### config.mk
export PLATFORM = sky130hd
export DESIGN_NAME = branch_sched
export DESIGN_NICKNAME = d
export VERILOG_FILES = /design/src/rtl/branch_sched_pkg.sv /design/src/rtl/fwd_sel.sv /design/src/rtl/branch_sched.sv
export SDC_FILE = /design/constraint.sdc
export NUM_CORES = 1
export LEC_CHECK = 0
export BUFFER_PORTS_ARGS = -buffer_cell sky130_fd_sc_hd__buf_2
export CORE_ASPECT_RATIO = 0.7
export CORE_MARGIN = 2
export CORE_UTILIZATION = 30
export DETAILED_ROUTE_END_ITERATION = 16
export SLEW_MARGIN = 20
export SYNTH_ARGS = -nofsm -noshare
export SYNTH_HDL_FRONTEND = slang
export SYNTH_SLANG_ARGS = --single-unit
### constraint.sdc
create_clock -name clk -period 5.8 [get_ports clk]
set_clock_uncertainty 0.1 [all_clocks]
set_input_delay 0.58 -clock clk [delete_from_list [all_inputs] [get_ports clk]]
set_output_delay 0.58 -clock clk [all_outputs]
set_load 0.005 [all_outputs]
### src/rtl/branch_sched_pkg.sv
// rtl/branch_sched_pkg.sv - shared instruction header: branch decode, FSM states, forward selects
// Used by the ID-stage decode logic and the branch scheduler.
package branch_sched_pkg;

  localparam logic [5:0] OP_REGIMM = 6'h01;
  localparam logic [5:0] OP_BEQ    = 6'h04;
  localparam logic [5:0] OP_BNE    = 6'h05;
  localparam logic [5:0] OP_BLEZ   = 6'h06;
  localparam logic [5:0] OP_BGTZ   = 6'h07;

  // REGIMM sub-opcodes live in the rt field
  localparam logic [4:0] RI_BLTZ = 5'h00;
  localparam logic [4:0] RI_BGEZ = 5'h01;

  localparam logic [1:0] FWD_RF  = 2'd0;
  localparam logic [1:0] FWD_MEM = 2'd1;
  localparam logic [1:0] FWD_WB  = 2'd2;

  typedef enum logic [1:0] {
    ST_IDLE    = 2'd0,
    ST_WAIT1   = 2'd1,
    ST_RESOLVE = 2'd2
  } state_t;

  function automatic logic is_branch(input logic [5:0] op, input logic [4:0] ri);
    return (op == OP_BEQ) || (op == OP_BNE) || (op == OP_BLEZ) || (op == OP_BGTZ) ||
           ((op == OP_REGIMM) && ((ri == RI_BLTZ) || (ri == RI_BGEZ)));
  endfunction

  function automatic logic uses_rt(input logic [5:0] op);
    return (op == OP_BEQ) || (op == OP_BNE);
  endfunction

  // Stall cycles one source register needs before the comparator can read it
  function automatic logic [1:0] need_for(
    input logic [4:0] src,
    input logic       reg_write_e,
    input logic       mem_to_reg_e,
    input logic [4:0] write_reg_e,
    input logic       reg_write_m,
    input logic       mem_to_reg_m,
    input logic [4:0] write_reg_m
  );
    logic [1:0] n;
    n = 2'd0;
    if (src != 5'd0) begin
      if (reg_write_e && (write_reg_e == src))
        n = mem_to_reg_e ? 2'd2 : 2'd1;
      else if (reg_write_m && mem_to_reg_m && (write_reg_m == src))
        n = 2'd1;
    end
    return n;
  endfunction

endpackage

### src/rtl/fwd_sel.sv
// rtl/fwd_sel.sv - comparator operand source select for one register
// MEM ALU results win over WB results; register 0 is never forwarded.
module fwd_sel
  import branch_sched_pkg::*;
(
  input  logic [4:0] src,
  input  logic       reg_write_m,
  input  logic       mem_to_reg_m,
  input  logic [4:0] write_reg_m,
  input  logic       reg_write_w,
  input  logic [4:0] write_reg_w,
  output logic [1:0] sel
);

  always_comb begin
    sel = FWD_RF;
    if (src != 5'd0) begin
      if (reg_write_m && !mem_to_reg_m && (write_reg_m == src))
        sel = FWD_MEM;
      else if (reg_write_w && (write_reg_w == src))
        sel = FWD_WB;
    end
  end

endmodule

### src/rtl/branch_sched.sv
// rtl/branch_sched.sv - ID-stage branch hazard scheduler with forwarding and statistics
// Stalls a branch until its sources are forwardable, then resolves it; the delay slot always runs.
module branch_sched
  import branch_sched_pkg::*;
#(
  parameter int CNT_W = 16
) (
  input  logic             clk,
  input  logic             reset,
  input  logic [31:0]      Instr_D,
  input  logic             RegWrite_E,
  input  logic             MemToReg_E,
  input  logic [4:0]       WriteReg_E,
  input  logic             RegWrite_M,
  input  logic             MemToReg_M,
  input  logic [4:0]       WriteReg_M,
  input  logic             RegWrite_W,
  input  logic [4:0]       WriteReg_W,
  input  logic             Branch,
  output logic             Stall,
  output logic             FlushE,
  output logic [1:0]       FwdRS_D,
  output logic [1:0]       FwdRT_D,
  output logic             PCSel,
  output logic [CNT_W-1:0] BrCnt,
  output logic [CNT_W-1:0] TakenCnt
);

  logic [5:0] op;
  logic [4:0] rs;
  logic [4:0] rt;
  logic       br_d;
  logic [1:0] need_rs;
  logic [1:0] need_rt;
  logic [1:0] need;
  logic       resolve;
  logic       unused_imm;
  state_t     state;
  state_t     state_nx;

  assign op         = Instr_D[31:26];
  assign rs         = Instr_D[25:21];
  assign br_d       = is_branch(op, Instr_D[20:16]);
  // Single-source branches carry a sub-opcode in rt, so treat it as $0
  assign rt         = uses_rt(op) ? Instr_D[20:16] : 5'd0;
  assign unused_imm = ^Instr_D[15:0];

  assign need_rs = need_for(rs, RegWrite_E, MemToReg_E, WriteReg_E,
                            RegWrite_M, MemToReg_M, WriteReg_M);
  assign need_rt = need_for(rt, RegWrite_E, MemToReg_E, WriteReg_E,
                            RegWrite_M, MemToReg_M, WriteReg_M);
  assign need    = (need_rs > need_rt) ? need_rs : need_rt;

  fwd_sel u_fwd_rs (
    .src          (rs),
    .reg_write_m  (RegWrite_M),
    .mem_to_reg_m (MemToReg_M),
    .write_reg_m  (WriteReg_M),
    .reg_write_w  (RegWrite_W),
    .write_reg_w  (WriteReg_W),
    .sel          (FwdRS_D)
  );

  fwd_sel u_fwd_rt (
    .src          (rt),
    .reg_write_m  (RegWrite_M),
    .mem_to_reg_m (MemToReg_M),
    .write_reg_m  (WriteReg_M),
    .reg_write_w  (RegWrite_W),
    .write_reg_w  (WriteReg_W),
    .sel          (FwdRT_D)
  );

  always_ff @(posedge clk) begin
    if (reset)
      state <= ST_IDLE;
    else
      state <= state_nx;
  end

  always_comb begin
    state_nx = state;
    Stall    = 1'b0;
    resolve  = 1'b0;
    case (state)
      ST_IDLE: begin
        if (br_d) begin
          if (need == 2'd2) begin
            Stall    = 1'b1;
            state_nx = ST_WAIT1;
          end else if (need == 2'd1) begin
            Stall    = 1'b1;
            state_nx = ST_RESOLVE;
          end else begin
            resolve  = 1'b1;
          end
        end
      end
      ST_WAIT1: begin
        Stall    = 1'b1;
        state_nx = ST_RESOLVE;
      end
      ST_RESOLVE: begin
        resolve  = 1'b1;
        state_nx = ST_IDLE;
      end
      default: state_nx = ST_IDLE;
    endcase
  end

  assign PCSel  = resolve & Branch;
  assign FlushE = Stall;

  always_ff @(posedge clk) begin
    if (reset) begin
      BrCnt    <= '0;
      TakenCnt <= '0;
    end else if (resolve) begin
      if (BrCnt != '1)
        BrCnt <= BrCnt + CNT_W'(1);
      if (Branch && (TakenCnt != '1))
        TakenCnt <= TakenCnt + CNT_W'(1);
    end
  end

endmodule

### Yosys cells after proc, flatten, opt, wreduce, memory -nomap -nowiden

Cells that the tools add are included.

| operators by class | value |
|---|---|
| shift-type cells | 0 |
| $add $sub $neg | 2 |
| eq/ne operators | 20 |
| order comparisons | 1 |
| multipliers | 0 |
| div/mod/pow operators | 0 |
| multiplexer cells | 27 |
| reductions and logical operators | 25 |
| bitwise gates (word level) | 1 |

Operators by type and width:

| kind | count |
|---|---|
| $add 16x1->16 const B | 2 |
| $ne 16x16->1 const B | 2 |
| $eq 5x5->1 | 6 |
| $mux 2 | 15 |
| $eq 6x3->1 const B | 4 |
| $logic_and 1x1->1 | 12 |
| $reduce_bool 5->1 | 2 |
| $mux 1 | 8 |
| $eq 6x1->1 const B | 1 |
| $reduce_and 2->1 | 3 |
| $eq 5x1->1 const B | 1 |
| $logic_not 5->1 | 1 |
| $logic_or 1x1->1 | 5 |
| $mux 5 | 1 |
| $eq 2x1->1 const B | 2 |
| $eq 2x2->1 const B | 2 |
| $pmux 1 s2 | 2 |
| $pmux 2 s2 | 1 |
| $ne 3x3->1 const B | 1 |
| $gt 2x2->1 | 1 |
| $logic_not 2->1 | 1 |
| $ne 2x2->1 const B | 1 |
| $and 1x1->1 | 1 |
| $logic_not 1->1 | 1 |

| word-level totals | value |
|---|---|
| bits in writable memories | 0 |
| memories | 0 |
| latch bits | 0 |
| register bits after elaboration | 34 |
| output and inout port bits | 39 |
| bits in read-only memories | 0 |
| bits of input ports | 55 |
| word-level logic and storage cells | 79 |

### Longest topological paths before layout

| logic depth | value |
|---|---|
| word-level depth | 16 |
| mapped depth | 21 |
| depth with buffers taken out | 19 |

### Hierarchy

A second synthesis with hierarchy kept.

| unflattened totals | value |
|---|---|
| cell total of the unflattened synthesis | 315 |
| area total of the unflattened synthesis | 2641.3 um^2 |

Modules (own cells, without submodules):

| module | seq. area each (um^2) | area each (um^2) | cells each | times used |
|---|---|---|---|---|
| branch_sched | 680.7 | 2368.5 | 279 | 1 |
| fwd_sel | 0.0 | 136.4 | 18 | 2 |

### Worst setup path before layout

Ideal clock, no wire load.

| path | value |
|---|---|
| path type | input to output |
| start point | input port Instr_D[27] |
| end point | output port PCSel |
| stages on the path | 17 |
| data arrival time | 4.136 ns |
| buffers on the path | 2 |
| path slack | 0.984 ns |
| required time | 5.120 ns |
| cell sequence | or4b_1 > buf_2 > or3_1 > a22o_1 > a2111oi_4 > mux2i_1 > and2_1 > ha_1 > a21oi_1 > nor2_1 > a22oi_2 > ha_1 > nor2b_1 > a32o_1 > o21ai_2 > buf_6 > inv_1 |

| between the ends | value |
|---|---|
| cells in the longest elaborated chain, start to end | 16 |
| elaborated cells on any way between the ends | 28 |
| those cells by class | order compare (1); eq/ne (9); mux (9); bitwise (1); reduce/logical (8) |

Ends and longest elaborated chain:

| item | line | RTL |
|---|---|---|
| from (decl) | branch_sched.sv:10 | `input logic [31:0] Instr_D,` |
| $eq 6x3->1 | branch_sched_pkg.sv:26, branch_sched_pkg.sv:31 |  |
| $logic_or 1x1->1 | branch_sched_pkg.sv:26, branch_sched_pkg.sv:31 |  |
| $mux 5 | branch_sched.sv:45 | `assign rt = uses_rt(op) ? Instr_D[20:16] : 5'd0;` |
| $eq 5x5->1 | branch_sched_pkg.sv:49 | `else if (reg_write_m && mem_to_reg_m && (write_reg_m == src))` |
| $logic_and 1x1->1 | branch_sched_pkg.sv:49 |  |
| $mux 1 | branch_sched_pkg.sv:49 |  |
| $mux 2 | branch_sched_pkg.sv:47 | `if (reg_write_e && (write_reg_e == src))` |
| $mux 2 | branch_sched_pkg.sv:46 | `if (src != 5'd0) begin` |
| $gt 2x2->1 | branch_sched.sv:52 | `assign need = (need_rs > need_rt) ? need_rs : need_rt;` |
| $mux 2 | branch_sched.sv:52 |  |
| $eq 2x1->1 | branch_sched.sv:91 | `end else if (need == 2'd1) begin` |
| $mux 1 | branch_sched.sv:91 |  |
| $mux 1 | branch_sched.sv:88 | `if (need == 2'd2) begin` |
| $mux 1 (*) | branch_sched.sv:87 | `if (br_d) begin` |
| $pmux 1 s2 (*) | branch_sched.sv:85 | `case (state)` |
| $and 1x1->1 (*) | branch_sched.sv:111 | `assign PCSel = resolve & Branch;` |
| to (decl) | branch_sched.sv:24 | `output logic PCSel,` |

Mark *: on every way between the ends. The rest lies on a longest branch, timed or not.

### Worst setup path after layout

Same ends and word-level chain as after synthesis.

==> impl_metrics.env <==
export IMPL_status="complete, no violations"
export IMPL_cts_sinks=34
export IMPL_design_area_sq_mm=0.00304
export IMPL_final_cell_mix="buf_2, nor2_1, xnor2_1"
export IMPL_crit_path_start_kind="input pin"
export IMPL_hold_end="state[0]$_SDFFE_PP0P_"
export IMPL_cp_data_arrival_time_ns=4.66
export IMPL_fp_dieW_um=111
export IMPL_relSlewSlack_pct=49.0
export IMPL_ys_warn_count=0
export IMPL_placementRows=27
export IMPL_synth_top_flop_cell="dfxtp_1"
export IMPL_tns_ns=0
export IMPL_cts_buffer_depth=2
export IMPL_p_switching_w=0.000129
export IMPL_dp_hpwl_mm=5.04
export IMPL_htree_levels=2
export IMPL_synth_edff_count=0
export IMPL_path_cells="buf_2 -> or4b_1 -> or3_1 -> a22o_1 -> a2111oi_4 -> mux2i_1 -> and2_1 -> ha_1 -> a21oi_1 -> nor2_1 -> a22oi_2 -> ha_1 -> nor2b_1 -> a32o_1 -> o21ai_2 -> buf_4 -> inv_1 -> buf_2"
export IMPL_rr_endpoint="BrCnt[11]$_SDFFE_PP0P_"
export IMPL_top_usage_layer="met2"
export IMPL_min_from="state[0]$_SDFFE_PP0P_"
export IMPL_portBuffers=77
export IMPL_period_needed_ns=5.34
export IMPL_initial_utilization_pct=30.6
export IMPL_synth_top_area_share_pct=28.5
export IMPL_die_area_sq_mm=0.00870
export IMPL_min_path_type="register to register"
export IMPL_cp_slowest_cell="or4b_1"
export IMPL_final_common_cell="buf_2"
export IMPL_finalHoldViolCount=0
export IMPL_io_pins=94
export IMPL_via_per_inst=4.91
export IMPL_fin_nets=441
export IMPL_area_growth_syn_to_layout_pct=27.2
export IMPL_crit_path_end_kind="output port"
export IMPL_grt_use_met3_pct=3.40
export IMPL_die_h_um=78.7
export IMPL_first_iter_violations=113
export IMPL_worstHoldPathCells=1
export IMPL_setup_viol=0
export IMPL_timing_fmax_mhz=187
export IMPL_syn_area_sq_mm=0.00239
export IMPL_powerDensity_mw_per_mm2=198
export IMPL_netlist_instances=305
export IMPL_pwr_share_clk_pct=50.7
export IMPL_layout_worst_path_cycle_share_pct=92.0
export IMPL_slew_violations=0
export IMPL_drcViolationCount=0
export IMPL_dpl_instance_area_sq_mm=0.00287
export IMPL_tritoncts="done"
export IMPL_async_flop_share_pct=0
export IMPL_power_frac_comb_pct=10.3
export IMPL_seq_power_share_pct=39.0
export IMPL_vias=2363
export IMPL_cts_root_buf="clkbuf_16"
export IMPL_ys_types=51
export IMPL_leakagePower_nw=1.19
export IMPL_maxCapViolations=0
export IMPL_path_clk_slew_ns=0.05
export IMPL_grt_pass1_vias=2248
export IMPL_use_met2_pct=23.8
export IMPL_swShare_pct=21.4
export IMPL_firstDrtPassIters=4
export IMPL_tightest_slew_ns=0.762
export IMPL_reg2reg_depth=6
export IMPL_cts_buffers=5
export IMPL_rsz0062_at_grt="false"
export IMPL_syn_nets=366
export IMPL_antenna_found_initial=0
export IMPL_wl_per_cell_um=13.2
export IMPL_cp_max_fo=17
export IMPL_clkLatencyLatePin_ns=0.27
export IMPL_ff2ff_setup_slack_ns=3.77
export IMPL_grt_overflow=0
export IMPL_cts_resized=0
export IMPL_hold_buffers=0
export IMPL_internal_power_w=0.000473
export IMPL_syn_mean_instance_area_sq_um=7.83
export IMPL_slowest_delay_ns=0.69
export IMPL_totalWireLength_mm=6.34
export IMPL_drive_gt1_share_pct=25.5
export IMPL_gp_congestion=1.01
export IMPL_path_class="input pin to output port"
export IMPL_ys_top_cells_by_area="dfxtp_1, xnor2_1, nor2_1"
export IMPL_cts_setup_buffers=0
export IMPL_grt_first_pass_wirelength_mm=10.8
export IMPL_use_met1_pct=21.1
export IMPL_seq_area_frac_synth_pct=28.5
export IMPL_core_region_area_sq_mm=0.00780
export IMPL_grt_max_degree=35
export IMPL_yosysTopAreaCell="dfxtp_1"
export IMPL_r2r_start="state[0]$_SDFFE_PP0P_"
export IMPL_cp_data_required_time_ns=5.12
export IMPL_n_antenna_cell=0
export IMPL_vdd_drop_max_uv=142
export IMPL_synth_seq_cells=34
export IMPL_grt_usage_pct=15.1
export IMPL_postRouteAntennaNets=0
cells in the mapped netlist, types with 2 or more instances:
master,number
a21oi_1,8
a31oi_1,2
and2_1,3
and3_1,6
and4_1,2
buf_2,3
clkbuf_1,6
dfxtp_1,34
ha_1,6
inv_1,12
nand2_1,20
nand2b_1,4
nand3_1,17
nand4_1,5
nand4b_1,2
nor2_1,45
nor2b_1,3
nor3_1,18
nor3b_1,2
nor4_1,12
nor4_2,3
nor4b_1,4
nor4bb_1,2
o21ai_0,8
or2_2,2
or3_1,3
xnor2_1,37
xor2_1,13
stage by stage:
stage / util (%) / setup WS [ns] / cells / total power, W / hold WS (ns)
6_report: 38.9 / 0.464 / 481 / 0.000602 / 0.387
5_1_grt: 38.9 / 0.209 / 481 / 0.000627 / 0.408
4_1_cts: 38.9 / 0.432 / 481 / 0.000609 / 0.386
3_5_place_dp: 36.8 / 0.392 / 474 / 0.000302 / 0.375
3_3_place_gp: 36.8 / 0.441 / 474 / 0.000301 / 0.367
2_1_floorplan: - / 0.984 / 305 / 0.000273 / 0.346
flip-flops by register name, indices dropped and copies added, names as in the netlist:
signal / flops
BrCnt: 16
TakenCnt: 16
state: 2
area by class of cell:
type | instances | area (sq um)
timing repair buffer | 80 | 408
multi-input combinational | 247 | 1610
sequential | 34 | 681
clock inverter | 1 | 30.0
clock buffer | 6 | 139
inverter | 12 | 45.0
fill | 831 | 4770
tap | 101 | 126
per-layer routing:
metal / up-vias / part of all wire [%] / wire (um)
met5: - / 0 / 0
met4: 0 / 1.2 / 78
met3: 6 / 4.1 / 260
met2: 55 / 42 / 2690
met1: 1082 / 52 / 3310
li1: 1220 / - / -
power groups by stage:
stage | Sequential [W] | Combinational, W | Clock [W]
floorplan | 0.000240 | 0.0000328 | 0
global placement | 0.000240 | 0.0000607 | 0
detailed placement | 0.000240 | 0.0000618 | 0
CTS | 0.000235 | 0.0000621 | 0.000312
global route | 0.000235 | 0.0000685 | 0.000324
finish | 0.000235 | 0.0000621 | 0.000305
critical path: cells and delay by family:
family	cells	cell delay (ns)
adder cells (fa/ha/maj)	2	0.48
AO/OA/AOI/OAI	6	1.29
multiplexers	1	0.30
buffers and inverters	4	0.51
AND/OR/NAND/NOR	5	1.48
cells by family after synthesis:
logic type / Yosys count / synth area share (%)
flip-flops: 34 / 28.5
adder cells (fa/ha/maj): 6 / 3.14
buffers and inverters: 24 / 4.40
AO/OA/AOI/OAI: 32 / 9.80
multiplexers: 1 / 0.419
XOR/XNOR: 50 / 18.3
AND/OR/NAND/NOR: 158 / 35.4
worst max path at each step:
| stage | end | cells after the start | start |
|---|---|---|---|
| floorplan | PCSel | 17 | Instr_D[27] |
| global placement | BrCnt[15]$_SDFFE_PP0P_ | 18 | Instr_D[27] |
| detailed placement | BrCnt[11]$_SDFFE_PP0P_ | 18 | Instr_D[27] |
| CTS | PCSel | 18 | Instr_D[27] |
| global route | PCSel | 18 | Instr_D[27] |
| finish | PCSel | 18 | Instr_D[27] |
(Power assumes the default switching activity.)
